File: src/rtl/seq_divider_pkg.sv
// Shared definitions for the sequential divider: FSM states, operation codes, default width.
package seq_divider_pkg;

    localparam int N_DEFAULT = 32;

    typedef enum logic [2:0] {
        S_IDLE,
        S_PREP,
        S_CALC,
        S_FIX,
        S_DONE
    } state_e;

    // funct3[1:0] encoding: bit0 selects unsigned, bit1 selects remainder
    localparam logic [1:0] OP_DIV  = 2'b00;
    localparam logic [1:0] OP_DIVU = 2'b01;
    localparam logic [1:0] OP_REM  = 2'b10;
    localparam logic [1:0] OP_REMU = 2'b11;

endpackage

File: src/rtl/seq_divider_div_step.sv
// One restoring-division step: shifts the next dividend bit into the partial
// remainder and keeps the n+1-bit trial difference when it does not go negative.
module div_step #(
    parameter int n = 32
) (
    input  logic [n-1:0] rem_i,
    input  logic         bit_i,
    input  logic [n-1:0] dvs_i,
    output logic [n-1:0] rem_o,
    output logic         q_o
);

    logic [n:0] trial;
    logic [n:0] diff;

    assign trial = {rem_i, bit_i};
    assign diff  = trial - {1'b0, dvs_i};
    assign q_o   = (trial >= {1'b0, dvs_i});
    // rem_i < dvs_i keeps a successful difference below dvs_i, so n bits suffice
    assign rem_o = q_o ? diff[n-1:0] : trial[n-1:0];

endmodule

File: src/rtl/seq_divider.sv
// Multi-cycle signed/unsigned divider (DIV/DIVU/REM/REMU), one quotient bit per
// cycle, with divide-by-zero and signed-overflow short cuts.
module seq_divider
    import seq_divider_pkg::*;
#(
    parameter int n = N_DEFAULT
) (
    input  logic         clk,
    input  logic         rst_n,
    input  logic         start,
    input  logic [1:0]   op,
    input  logic [n-1:0] A,
    input  logic [n-1:0] B,
    output logic [n-1:0] result,
    output logic         busy,
    output logic         done,
    output logic         div_zero,
    output logic         overflow
);

    localparam int CW = $clog2(n);
    localparam logic [n-1:0] MIN_NEG = {1'b1, {(n-1){1'b0}}};

    state_e         state_q, state_d;
    logic [1:0]     op_q, op_d;
    logic [n-1:0]   a_q, a_d, b_q, b_d;
    logic [n-1:0]   quo_q, quo_d, rem_q, rem_d, dvs_q, dvs_d, res_q, res_d;
    logic [CW-1:0]  cnt_q, cnt_d;
    logic           qneg_q, qneg_d, rneg_q, rneg_d, dz_q, dz_d, ov_q, ov_d;

    logic           is_signed, is_rem, zero_div, sgn_ovf;
    logic           step_q;
    logic [n-1:0]   step_rem;

    assign is_signed = ~op_q[0];
    assign is_rem    = op_q[1];
    assign zero_div  = (b_q == '0);
    assign sgn_ovf   = is_signed && (a_q == MIN_NEG) && (b_q == '1);

    div_step #(.n(n)) u_step (
        .rem_i (rem_q),
        .bit_i (quo_q[n-1]),
        .dvs_i (dvs_q),
        .rem_o (step_rem),
        .q_o   (step_q)
    );

    always_ff @(posedge clk or negedge rst_n) begin
        if (!rst_n) state_q <= S_IDLE;
        else        state_q <= state_d;
    end

    always_comb begin
        state_d = state_q;
        case (state_q)
            S_IDLE: if (start) state_d = S_PREP;
            S_PREP: state_d = (zero_div || sgn_ovf) ? S_DONE : S_CALC;
            S_CALC: if (cnt_q == '0) state_d = S_FIX;
            S_FIX:  state_d = S_DONE;
            S_DONE: state_d = S_IDLE;
            default: state_d = S_IDLE;
        endcase
    end

    always_comb begin
        op_d   = op_q;
        a_d    = a_q;
        b_d    = b_q;
        quo_d  = quo_q;
        rem_d  = rem_q;
        dvs_d  = dvs_q;
        res_d  = res_q;
        cnt_d  = cnt_q;
        qneg_d = qneg_q;
        rneg_d = rneg_q;
        dz_d   = dz_q;
        ov_d   = ov_q;
        case (state_q)
            S_IDLE: if (start) begin
                op_d = op;
                a_d  = A;
                b_d  = B;
            end
            S_PREP: begin
                if (zero_div) begin
                    dz_d  = 1'b1;
                    ov_d  = 1'b0;
                    res_d = is_rem ? a_q : '1;
                end else if (sgn_ovf) begin
                    dz_d  = 1'b0;
                    ov_d  = 1'b1;
                    res_d = is_rem ? '0 : MIN_NEG;
                end else begin
                    // dividend is shifted out of quo_q while quotient bits shift in
                    quo_d  = (is_signed && a_q[n-1]) ? -a_q : a_q;
                    dvs_d  = (is_signed && b_q[n-1]) ? -b_q : b_q;
                    rem_d  = '0;
                    qneg_d = is_signed && (a_q[n-1] ^ b_q[n-1]);
                    rneg_d = is_signed && a_q[n-1];
                    cnt_d  = CW'(n - 1);
                end
            end
            S_CALC: begin
                rem_d = step_rem;
                quo_d = {quo_q[n-2:0], step_q};
                if (cnt_q != '0) cnt_d = cnt_q - CW'(1);
            end
            S_FIX: begin
                dz_d = 1'b0;
                ov_d = 1'b0;
                if (is_rem) res_d = rneg_q ? -rem_q : rem_q;
                else        res_d = qneg_q ? -quo_q : quo_q;
            end
            default: ;
        endcase
    end

    always_ff @(posedge clk or negedge rst_n) begin
        if (!rst_n) begin
            op_q   <= '0;
            a_q    <= '0;
            b_q    <= '0;
            quo_q  <= '0;
            rem_q  <= '0;
            dvs_q  <= '0;
            res_q  <= '0;
            cnt_q  <= '0;
            qneg_q <= 1'b0;
            rneg_q <= 1'b0;
            dz_q   <= 1'b0;
            ov_q   <= 1'b0;
        end else begin
            op_q   <= op_d;
            a_q    <= a_d;
            b_q    <= b_d;
            quo_q  <= quo_d;
            rem_q  <= rem_d;
            dvs_q  <= dvs_d;
            res_q  <= res_d;
            cnt_q  <= cnt_d;
            qneg_q <= qneg_d;
            rneg_q <= rneg_d;
            dz_q   <= dz_d;
            ov_q   <= ov_d;
        end
    end

    assign result   = res_q;
    assign busy     = (state_q != S_IDLE);
    assign done     = (state_q == S_DONE);
    assign div_zero = dz_q;
    assign overflow = ov_q;

endmodule

File: config.mk
export PLATFORM = sky130hd
export DESIGN_NAME = seq_divider
export DESIGN_NICKNAME = d
export VERILOG_FILES = /design/src/rtl/seq_divider_pkg.sv /design/src/rtl/seq_divider_div_step.sv /design/src/rtl/seq_divider.sv
export SDC_FILE = /design/constraint.sdc
export NUM_CORES = 1
export LEC_CHECK = 0
export CAP_MARGIN = 40
export CORE_ASPECT_RATIO = 0.8
export CORE_MARGIN = 2
export CORE_UTILIZATION = 35
export CTS_CLUSTER_SIZE = 28
export DETAILED_ROUTE_END_ITERATION = 8
export GPL_TIMING_DRIVEN = 0
export HOLD_SLACK_MARGIN = 0.15
export MAX_ROUTING_LAYER = met4
export PLACE_DENSITY = 0.49
export SETUP_SLACK_MARGIN = 0.3
export SLEW_MARGIN = 20
export SYNTH_ARGS = -nofsm -noshare
export SYNTH_HDL_FRONTEND = slang
export SYNTH_HIERARCHICAL = 1
export SYNTH_SLANG_ARGS = --single-unit
File: constraint.sdc
create_clock -name clk -period 2.9 [get_ports clk]
set_input_delay 0.58 -clock clk [delete_from_list [all_inputs] [get_ports clk]]
set_output_delay 0.58 -clock clk [all_outputs]
set_load 0.02 [all_outputs]
==> flow_summary.yaml, run 1 <==
pwr:
  power_mw: 29.46
  max-vdd-ir-drop_v: 0.0005818
  leakage_nw: 7.993
  power_density_nw_per_um2: 1471
cells_and_area:
  nets: 1968
  stdcell_area_um2: 20030
  n_antenna_cell: 0
  area_growth_syn_to_layout_pct: 43.74
  drive_gt1_share_pct: 31.87
clocking:
  clock_latency_ps: 580
  cts_sinks: 206
  tritoncts: "done"
  clkTransAtPathRegs_ps: 60
  cts_buffers: 25
  root_buffer: "clkbuf_16"
  htree_levels: 1
  cts_buffer_depth: 3
placed_design:
  placement.io_buffers: 104
  placed_area_um2: 15750
  gp_congestion: 0.9884
  dpl_worst_slack_ps: -1047
  hpwl_mm: 41.51
setup_path:
  cp_common_cell: "buf_6"
  arrival_ps: 3330
  cp.required_ps: 3340
  crit_start: "a_q[25]$_DFFE_PN0P_"
  critPathSlowestCell: "or4_4"
  worst-setup-path-type: "register to register"
  r2r-start: "a_q[25]$_DFFE_PN0P_"
  crit_chain: "or4_4 -> nor4_4 -> nand4_1 -> buf_6 -> o21ai_4 -> buf_6 -> buf_8 -> nor2_4 -> buf_6 -> buf_6 -> mux2_4"
  crit_fanout: 7
  worstSetupEndpointType: "register"
  worstSetupStartpointType: "register"
  crit_path_max_incr_delay_ps: 600
floorplan:
  start_util_pct: 35.39
  rows: 65
  core-area_um2: 39360
  io_pins: 105
  die_area_um2: 41430
  die_y_um: 182.5
  die_x_um: 227.1
sta:
  hold_viol: 0
  setup_ws_ps: 8.032
  period_share_pct: 99.72
  setup_tns_ps: 0
  fin_crit_ps: 2892
  clock_skew_ps: 25.95
  setup_viol: 0
  hold-worst-slack_ps: 483.8
  rsz0062_at_grt: "true"
  slew_headroom_pct: 42.89
  fmax_ghz: 0.3458
  max_slew.worst_pin.slew_ps: 856.6
  slew_violations: 0
run:
  maxCapViolCount: 0
logic_synthesis:
  async_flop_share_pct: 100.0
  syn_inst: 1591
  synth_cell_types: 89
  synth.avg_cell_area_um2: 8.757
  yosys_most_used_dff: "dfrtp_1"
  synth_top_family_by_area: "compound AO/OA/AOI/OAI gates"
  synth_seq_cells: 206
  synth_mux_area_share_pct: 6.098
  synth-edff-count: 0
  synth_top_area_cell: "dfrtp_1"
  synth_area_um2: 13930
  synth_xor_area_share_pct: 8.612
  synth_compound_gate_area_share_pct: 23.52
  mappedNetlistNets: 1700
  synthAdderAreaFrac_pct: 3.646
  yosys.area_share.simple_pct: 15.73
  yosys.area.top_type_share_pct: 37.00
  ys_warn_count: 6
  yosysSeqAreaShare_pct: 37.00
  synthTopCellsByArea: "dfrtp_1 (37%), o21ai_0 (6.3%), xnor2_1 (6.2%)"
grt:
  grt_pass1_wl_mm: 84.21
  gr-total-overflow: 0
  antenna_found_initial: 0
  grtUsageTotal_pct: 27.98
  grt_max_degree: 97
  grt_pass1_vias: 13150
hold_path:
  hp-class: "register to register"
  hp-start: "result[8]$_DFFE_PN0P_"
detailed_routing:
  wl_per_cell_um: 24.24
  firstDrtPassIters: 7
  avgViaCountPerCell: 5.806
  drtIter0Drc: 1254
  remaining_drc_errors: 0
  via_count: 13990
  wirelength_mm: 58.39
  ant_nets: 0
outcome:
  status: "finished clean"
placed cells by master (no fill, tap or decap), drive strengths merged, types with 10 or more instances in the layout:
cell / count
or4: 13
o211ai: 14
clkbuf: 109
o41ai: 23
buf: 162
nor2: 91
dfrtp: 206
nand2: 164
mux2: 68
xnor2: 99
nand3: 26
inv: 83
clkdlybuf4s50: 101
o31ai: 39
o21ai: 183
a21oi: 87
or3: 16
a21o: 16
a31oi: 26
xor2: 38
nor2b: 17
nor4: 16
nor3: 40
nand4: 21
ha: 39
a221oi: 22
nand2b: 10
cells in the mapped netlist (5+ instances only):
cell / instances
o211ai_1: 14
nor2b_1: 17
inv_1: 80
xnor2_1: 99
o21ai_1: 6
a221oi_1: 21
ha_1: 39
mux2i_1: 8
nand4_1: 21
or4_1: 11
o31ai_1: 38
o221a_2: 9
nor3b_1: 5
a22oi_1: 5
o41ai_2: 6
o22ai_1: 9
a211o_1: 8
nor4_1: 15
or3_1: 16
o21a_1: 9
buf_2: 18
a211oi_1: 6
o21ai_0: 176
nor2_1: 90
nor3_1: 40
a31oi_1: 26
o41ai_1: 16
a21o_1: 16
mux2_2: 67
dfrtp_1: 206
a21oi_1: 85
clkbuf_1: 79
nand3_1: 26
and3_1: 5
nand2b_1: 10
nand2_1: 162
xor2_1: 38
final timing paths:
| kind | end | cells past startpoint | slack, ps |
|---|---|---|---|
| max | dvs_q[5]$_DFFE_PN0P_ | 11 | 8 |
| max reg2reg | dvs_q[5]$_DFFE_PN0P_ | 11 | 8 |
| min in group asynchronous | rem_q[15]$_DFFE_PN0P_ | 2 | 540 |
| min | result[8]$_DFFE_PN0P_ | 1 | 480 |
| min reg2reg | result[8]$_DFFE_PN0P_ | 1 | 480 |
| max in group asynchronous | a_q[25]$_DFFE_PN0P_ | 3 | 1440 |
metal layers:
| layer | GRT usage, % | wire, um | vias up | share of wire [%] |
|---|---|---|---|---|
| met5 | - | 0 | - | 0 |
| li1 | - | - | 6342 | - |
| met1 | 41.67 | 27750 | 6943 | 48 |
| met4 | 6.144 | 1461 | 0 | 2.5 |
| met3 | 6.730 | 5294 | 94 | 9.1 |
| met2 | 37.83 | 23880 | 608 | 41 |
worst max-delay path: cells and delay by family (launching register included):
family | cells | cell delay [ps]
flops | 1 | 460
buf+inv | 5 | 670
simple gates | 4 | 1200
mux | 1 | 280
compound gates | 1 | 170
cell families (layout without fill, tap and decap cells):
logic type / count (synthesis) / after routing
muxes: 76 / 76
xor gates and xnor gates: 137 / 137
AOI/OAI and AO/OA: 497 / 497
buffers and inverters: 186 / 468
and+or+nand+nor: 449 / 449
adders and majority gates: 40 / 40
DFF: 206 / 206
flip-flops by register name, summed over array words and instances, names as in the netlist:
name and flops:
rneg_q 1, op_q 2, dvs_q 32, a_q 32, qneg_q 1, result 32, cnt_q 5, rem_q 32
quo_q 32, overflow 1, div_zero 1, state_q 3, b_q 32
repair_timing:
item,in CTS,in global routing
cloned,2,11
hold buffers,1,0
resized for setup,236,396
buffers inserted,71,43
endpoints found under the setup margin,207,196
pin swaps,42,67
endpoints found under the hold margin,57,0
final cells by class:
cell class | instances | area (um2)
Clock inverter | 9 | 87.58
Timing Repair Buffer | 241 | 2537
Fill cell | 3756 | 19340
Multi-Input combinational cell | 1199 | 9643
Inverter | 84 | 337.8
Buffer | 102 | 844.6
Sequential cell | 206 | 5194
Tap cell | 536 | 670.6
Clock buffer | 32 | 711.9
metrics by stage:
stage,std cells,utilization [%]
final,2409,50.88
after floorplan,1591,-
after global routing,2409,50.88
after detailed placement,2238,40.01
after CTS,2353,46.18
after global placement,2231,39.74
power by group:
group | total (mW) | internal [mW] | switching, mW | leakage (nW)
sequential | 6.22 | 4.29 | 1.93 | 2.45
combinational | 20.1 | 9.19 | 10.9 | 5.14
clock | 3.18 | 1.81 | 1.37 | 0.400
Power figures use the tool's default switching activity.
==> run 2: changes to the inputs <==
--- a/config.mk
+++ b/config.mk
@@ -9,6 +9,7 @@
 export CORE_ASPECT_RATIO = 0.8
 export CORE_MARGIN = 2
 export CORE_UTILIZATION = 35
+export CTS_CLUSTER_DIAMETER = 200
 export CTS_CLUSTER_SIZE = 28
 export DETAILED_ROUTE_END_ITERATION = 8
 export GPL_TIMING_DRIVEN = 0
==> flow_summary.yaml, run 2 (synthesized netlist as in run 1, its figures left out) <==
placed_design:
  dp.cells: 2238
  hpwl_mm: 41.51
  placement.io_buffers: 104
  placed_area_um2: 15750
  gp_congestion: 0.9884
  dpl_worst_slack_ps: -1047
clocking:
  htree_levels: 1
  tritoncts: "done"
  cts_buffers: 11
  clock_latency_ps: 530
  cts_buffer_depth: 3
  clkTransAtPathRegs_ps: 130
  cts_sinks: 206
  root_buffer: "clkbuf_16"
cells_and_area:
  nets: 1962
  n_antenna_cell: 0
  finalNonFillerCells: 2388
  final_cell_mix: "dfrtp_1 (173), nand2_1 (130), clkdlybuf4s50_1 (101)"
  drive_gt1_share_pct: 32.34
  final_common_cell: "dfrtp_1"
  stdcell_area_um2: 19890
  utilization_pct: 50.53
  area_growth_syn_to_layout_pct: 42.76
  num-fill-cells: 3793
setup_path:
  crit_end: "rem_q[22]$_DFFE_PN0P_"
  r2r_cells: 11
  arrival_ps: 3280
  timing.rr.end: "rem_q[22]$_DFFE_PN0P_"
  cp.required_ps: 3350
  worstSetupStartpointType: "register"
  ff2ff_setup_slack_ps: 60
  worstSetupEndpointType: "register"
  worst-setup-path-type: "register to register"
  crit_fanout: 8
  crit_start: "rem_q[3]$_DFFE_PN0P_"
  r2r-start: "rem_q[3]$_DFFE_PN0P_"
floorplan:
  start_util_pct: 35.39
  core-area_um2: 39360
  die_area_um2: 41430
  die_y_um: 182.5
  io_pins: 105
  die_x_um: 227.1
  rows: 65
sta:
  hold-worst-slack_ps: 500.6
  slew_violations: 0
  setup_ws_ps: 64.91
  fmax_ghz: 0.3527
  clock_skew_ps: 48.50
  rsz0062_at_grt: "true"
  fin_crit_ps: 2835
  slew_headroom_pct: 36.89
  period_share_pct: 97.76
  setup_viol: 0
  max_slew.worst_pin.slew_ps: 946.6
  hold_viol: 0
detailed_routing:
  remaining_drc_errors: 0
  drtIter0Drc: 1150
  wirelength_mm: 58.46
  avgViaCountPerCell: 5.820
  wl_per_cell_um: 24.48
  via_count: 13900
  firstDrtPassIters: 5
  ant_nets: 0
outcome:
  status: "finished clean"
grt:
  gr-total-overflow: 0
  grt_pass1_vias: 13400
  grt_max_degree: 97
  antenna_found_initial: 0
  grtUsageTotal_pct: 28.64
  grt_pass1_wl_mm: 85.88
pwr:
  max-vdd-ir-drop_v: 0.0005721
  leakage_nw: 7.874
  power_density_nw_per_um2: 1450
run:
  maxCapViolCount: 0
hold_path:
  hp-class: "register to register"
==> run 2: changes by cell type in the layout (fill, tap and decap cells not counted), sizes merged <==
cell,delta
clkinv,-4
clkbuf,-22
inv,-1
dlymetal6s2s,-2
clkinvlp,-1
buf,+8
bufinv,-1
dlygate4sd2,+2
==> run 2: worst min-delay path by stage <==
stage / startpoint / to / slack (ps) / depth (start not counted)
after CTS: result[8]$_DFFE_PN0P_ / result[8]$_DFFE_PN0P_ / 510 / 1
after detailed placement: result[8]$_DFFE_PN0P_ / result[8]$_DFFE_PN0P_ / 480 / 1
after global routing: result[15]$_DFFE_PN0P_ / result[15]$_DFFE_PN0P_ / 540 / 1
after floorplan: rst_n / a_q[0]$_DFFE_PN0P_ / 280 / 0
final: result[8]$_DFFE_PN0P_ / result[8]$_DFFE_PN0P_ / 500 / 1
after global placement: result[8]$_DFFE_PN0P_ / result[8]$_DFFE_PN0P_ / 470 / 1
==> run 2: where the power goes <==
group	internal [mW]	switching (mW)	total, mW	leakage [nW]
registers	4.27	1.98	6.25	2.45
clock network	0.712	1.09	1.80	0.145
logic	9.71	11.1	20.8	5.28
total	14.7	14.1	28.8	7.87
==> run 2: what timing repair did <==
action | 4_1_cts | 5_1_grt
setup buffers | 86 | 33
resized for setup | 418 | 263
hold buffers | 1 | 0
endpoints found under the setup margin | 207 | 180
pin swaps | 78 | 72
cloned | 12 | 5
endpoints found under the hold margin | 57 | 0
==> run 2: area by class of cell <==
| class | count | area (um2) | share of cell area [%] |
|---|---|---|---|
| Tap cell | 536 | 670.6 | 3.372 |
| Clock buffer | 11 | 275.3 | 1.384 |
| Sequential cell | 206 | 5196 | 26.13 |
| Inverter | 84 | 340.3 | 1.711 |
| Timing Repair Buffer | 248 | 2644 | 13.29 |
| Multi-Input combinational cell | 1199 | 9844 | 49.50 |
| Timing Repair inverter | 1 | 16.27 | 0.08178 |
| Buffer | 102 | 882.1 | 4.435 |
| Clock inverter | 1 | 20.02 | 0.1007 |
==> run 2: metrics by stage <==
stage / TNS [ps] / total power, mW
after floorplan: 0 / 14.83
after global placement: -1814010 / 19.39
after detailed placement: -103220 / 19.54
after CTS: 0 / 26.00
after global routing: -268.5 / 30.51
final: 0 / 28.84
==> run 2: layer usage <==
| layer | global-route usage [%] | wire (um) |
|---|---|---|
| met1 | 42.02 | 27680 |
| met5 | - | 0 |
| met4 | 7.111 | 1330 |
| met2 | 38.73 | 23940 |
| met3 | 7.374 | 5510 |
==> run 2: critical path, stage by stage (launching register included) <==
cell,delay [ps]
dfrtp_2,510
ha_4,320
nand3_1,120
o21ba_4,280
o31ai_4,80
a21oi_2,230
a21oi_2,90
o311a_4,450
buf_12,180
o41ai_4,350
nand2_1,80
o21ai_1,80
==> run 3: changes to the inputs <==
--- a/config.mk
+++ b/config.mk
@@ -14,7 +14,6 @@
 export DETAILED_ROUTE_END_ITERATION = 8
 export GPL_TIMING_DRIVEN = 0
 export HOLD_SLACK_MARGIN = 0.15
-export MAX_ROUTING_LAYER = met4
 export PLACE_DENSITY = 0.49
 export SETUP_SLACK_MARGIN = 0.3
 export SLEW_MARGIN = 20
==> flow_summary.yaml, run 3 (synthesized netlist as in run 1, its figures left out) <==
placed_design:
  dpl_worst_slack_ps: -1039
  placement.io_buffers: 104
  hpwl_mm: 41.23
  dp.cells: 2237
  gp_congestion: 0.9670
setup_path:
  worst-setup-path-type: "register to register"
  crit_path_max_incr_delay_ps: 530
  crit_chain: "buf_6 -> or4_4 -> or4b_4 -> buf_12 -> buf_4 -> o41ai_4 -> xor2_1 -> o21ai_1 -> a211o_1"
  arrival_ps: 3350
  worstSetupEndpointType: "register"
  critPathSlowestCell: "or4_4"
  crit_fanout: 4
  cp.required_ps: 3300
  worstSetupStartpointType: "register"
cells_and_area:
  nets: 1966
  final_common_cell: "dfrtp_1"
  drive_gt1_share_pct: 31.14
  n_antenna_cell: 0
  utilization_pct: 50.18
  area_growth_syn_to_layout_pct: 41.79
  finalNonFillerCells: 2392
  final_cell_mix: "dfrtp_1 (178), nand2_1 (155), buf_4 (102)"
pwr:
  power_density_nw_per_um2: 1431
  sequentialPowerShare_pct: 21.7
  internal_power_mw: 14.40
  clkPwrFrac_pct: 6.3
  p_comb_share_pct: 71.9
  power_mw: 28.26
  max-vdd-ir-drop_v: 0.0005522
  leakage_nw: 7.828
  swShare_pct: 49.06
  p_sw_mw: 13.87
grt:
  gr-total-overflow: 0
  grt_pass1_wl_mm: 84.38
  grt_max_degree: 96
  grtUsageTotal_pct: 27.06
  grt_pass1_vias: 13100
  antenna_found_initial: 1
clocking:
  root_buffer: "clkbuf_16"
  clkTransAtPathRegs_ps: 130
  cts_sinks: 206
  clock_latency_ps: 510
  htree_levels: 1
  cts_buffer_depth: 3
  cts_buffers: 11
  tritoncts: "done"
detailed_routing:
  wl_per_cell_um: 24.29
  firstDrtPassIters: 6
  avgViaCountPerCell: 5.904
  drtIter0Drc: 1440
  wirelength_mm: 58.11
  remaining_drc_errors: 0
  ant_nets: 0
  via_count: 14120
outcome:
  violations: "setup timing"
  status: "complete, but fails checks"
sta:
  fin_crit_ps: 2945
  rsz0062_at_grt: "true"
  slew_violations: 0
  max_slew.worst_pin.slew_ps: 895.1
  slew_headroom_pct: 40.20
  setup_ws_ps: -45.05
  clock_skew_ps: 42.63
  period_share_pct: 101.6
  fmax_ghz: 0.3396
  setup_tns_ps: -313.5
  hold_viol: 0
  setup_viol: 13
floorplan:
  io_pins: 105
  start_util_pct: 35.39
  die_x_um: 227.1
  core-area_um2: 39360
  die_area_um2: 41430
  rows: 65
  die_y_um: 182.5
hold_path:
  hp-class: "register to register"
run:
  maxCapViolCount: 0
-- run 3: final timing paths --
check	startpoint	to	slack, ps	depth (start not counted)
worst max register to register	rem_q[18]$_DFFE_PN0P_	result[28]$_DFFE_PN0P_	-50	9
worst min register to register	result[8]$_DFFE_PN0P_	result[8]$_DFFE_PN0P_	500	1
worst max-delay path	rem_q[18]$_DFFE_PN0P_	result[28]$_DFFE_PN0P_	-50	9
min in group asynchronous	rst_n	rem_q[15]$_DFFE_PN0P_	600	2
worst min-delay path	result[8]$_DFFE_PN0P_	result[8]$_DFFE_PN0P_	500	1
max in group asynchronous	rst_n	a_q[25]$_DFFE_PN0P_	1400	3
-- run 3: power groups by stage --
stage,registers (mW),logic [mW],clock network (mW)
global placement,6.10,13.3,0
CTS,6.07,16.8,1.83
finish,6.14,20.3,1.79
global route,6.31,21.6,1.91
detailed placement,6.11,13.4,0
floorplan,5.65,9.18,0
-- run 3: metrics by stage --
| stage | hold slack, ps | area (um2) |
|---|---|---|
| floorplan | 284.4 | 13930 |
| CTS | 508.4 | 17960 |
| global placement | 470.7 | 15640 |
| detailed placement | 480.6 | 15740 |
| finish | 503.6 | 19750 |
| global route | 522.3 | 19750 |
-- run 3: worst max-delay path, delay by kind of cell, from the launching register on --
family	cells	cell delay (ps)
compound gates	3	640
xor+xnor	1	220
buf+inv	3	450
flops	1	480
simple gates	2	1050
-- run 3: area by class of cell --
type / count / area, um2
plain buffers: 102 / 873.3
well taps: 536 / 670.6
inverters: 84 / 340.3
repair buffers: 251 / 2631
fillers: 3741 / 19610
multi-input cells: 1200 / 9742
flip-flops and latches: 206 / 5190
clock buffers: 11 / 275.3
repair inverters: 1 / 11.26
clock inverters: 1 / 20.02
-- run 3: layer usage --
metal | global-route usage, % | routed length (um) | vias up | share of wire (%)
met1 | 42.44 | 27420 | 7116 | 47
li1 | - | - | 6314 | -
met4 | 5.307 | 960 | 0 | 1.7
met2 | 38.20 | 24280 | 626 | 42
met3 | 5.039 | 5440 | 66 | 9.4
met5 | 0 | 0 | - | 0
-- run 3: timing repair --
item                                   4_1_cts  5_1_grt
setup endpoints to repair                  207      151
resized for setup                          323      286
buffers inserted                            64       60
endpoints found under the hold margin       59        0
hold buffers                                 1        0
cloned                                       9        7
pin swaps                                   67      117
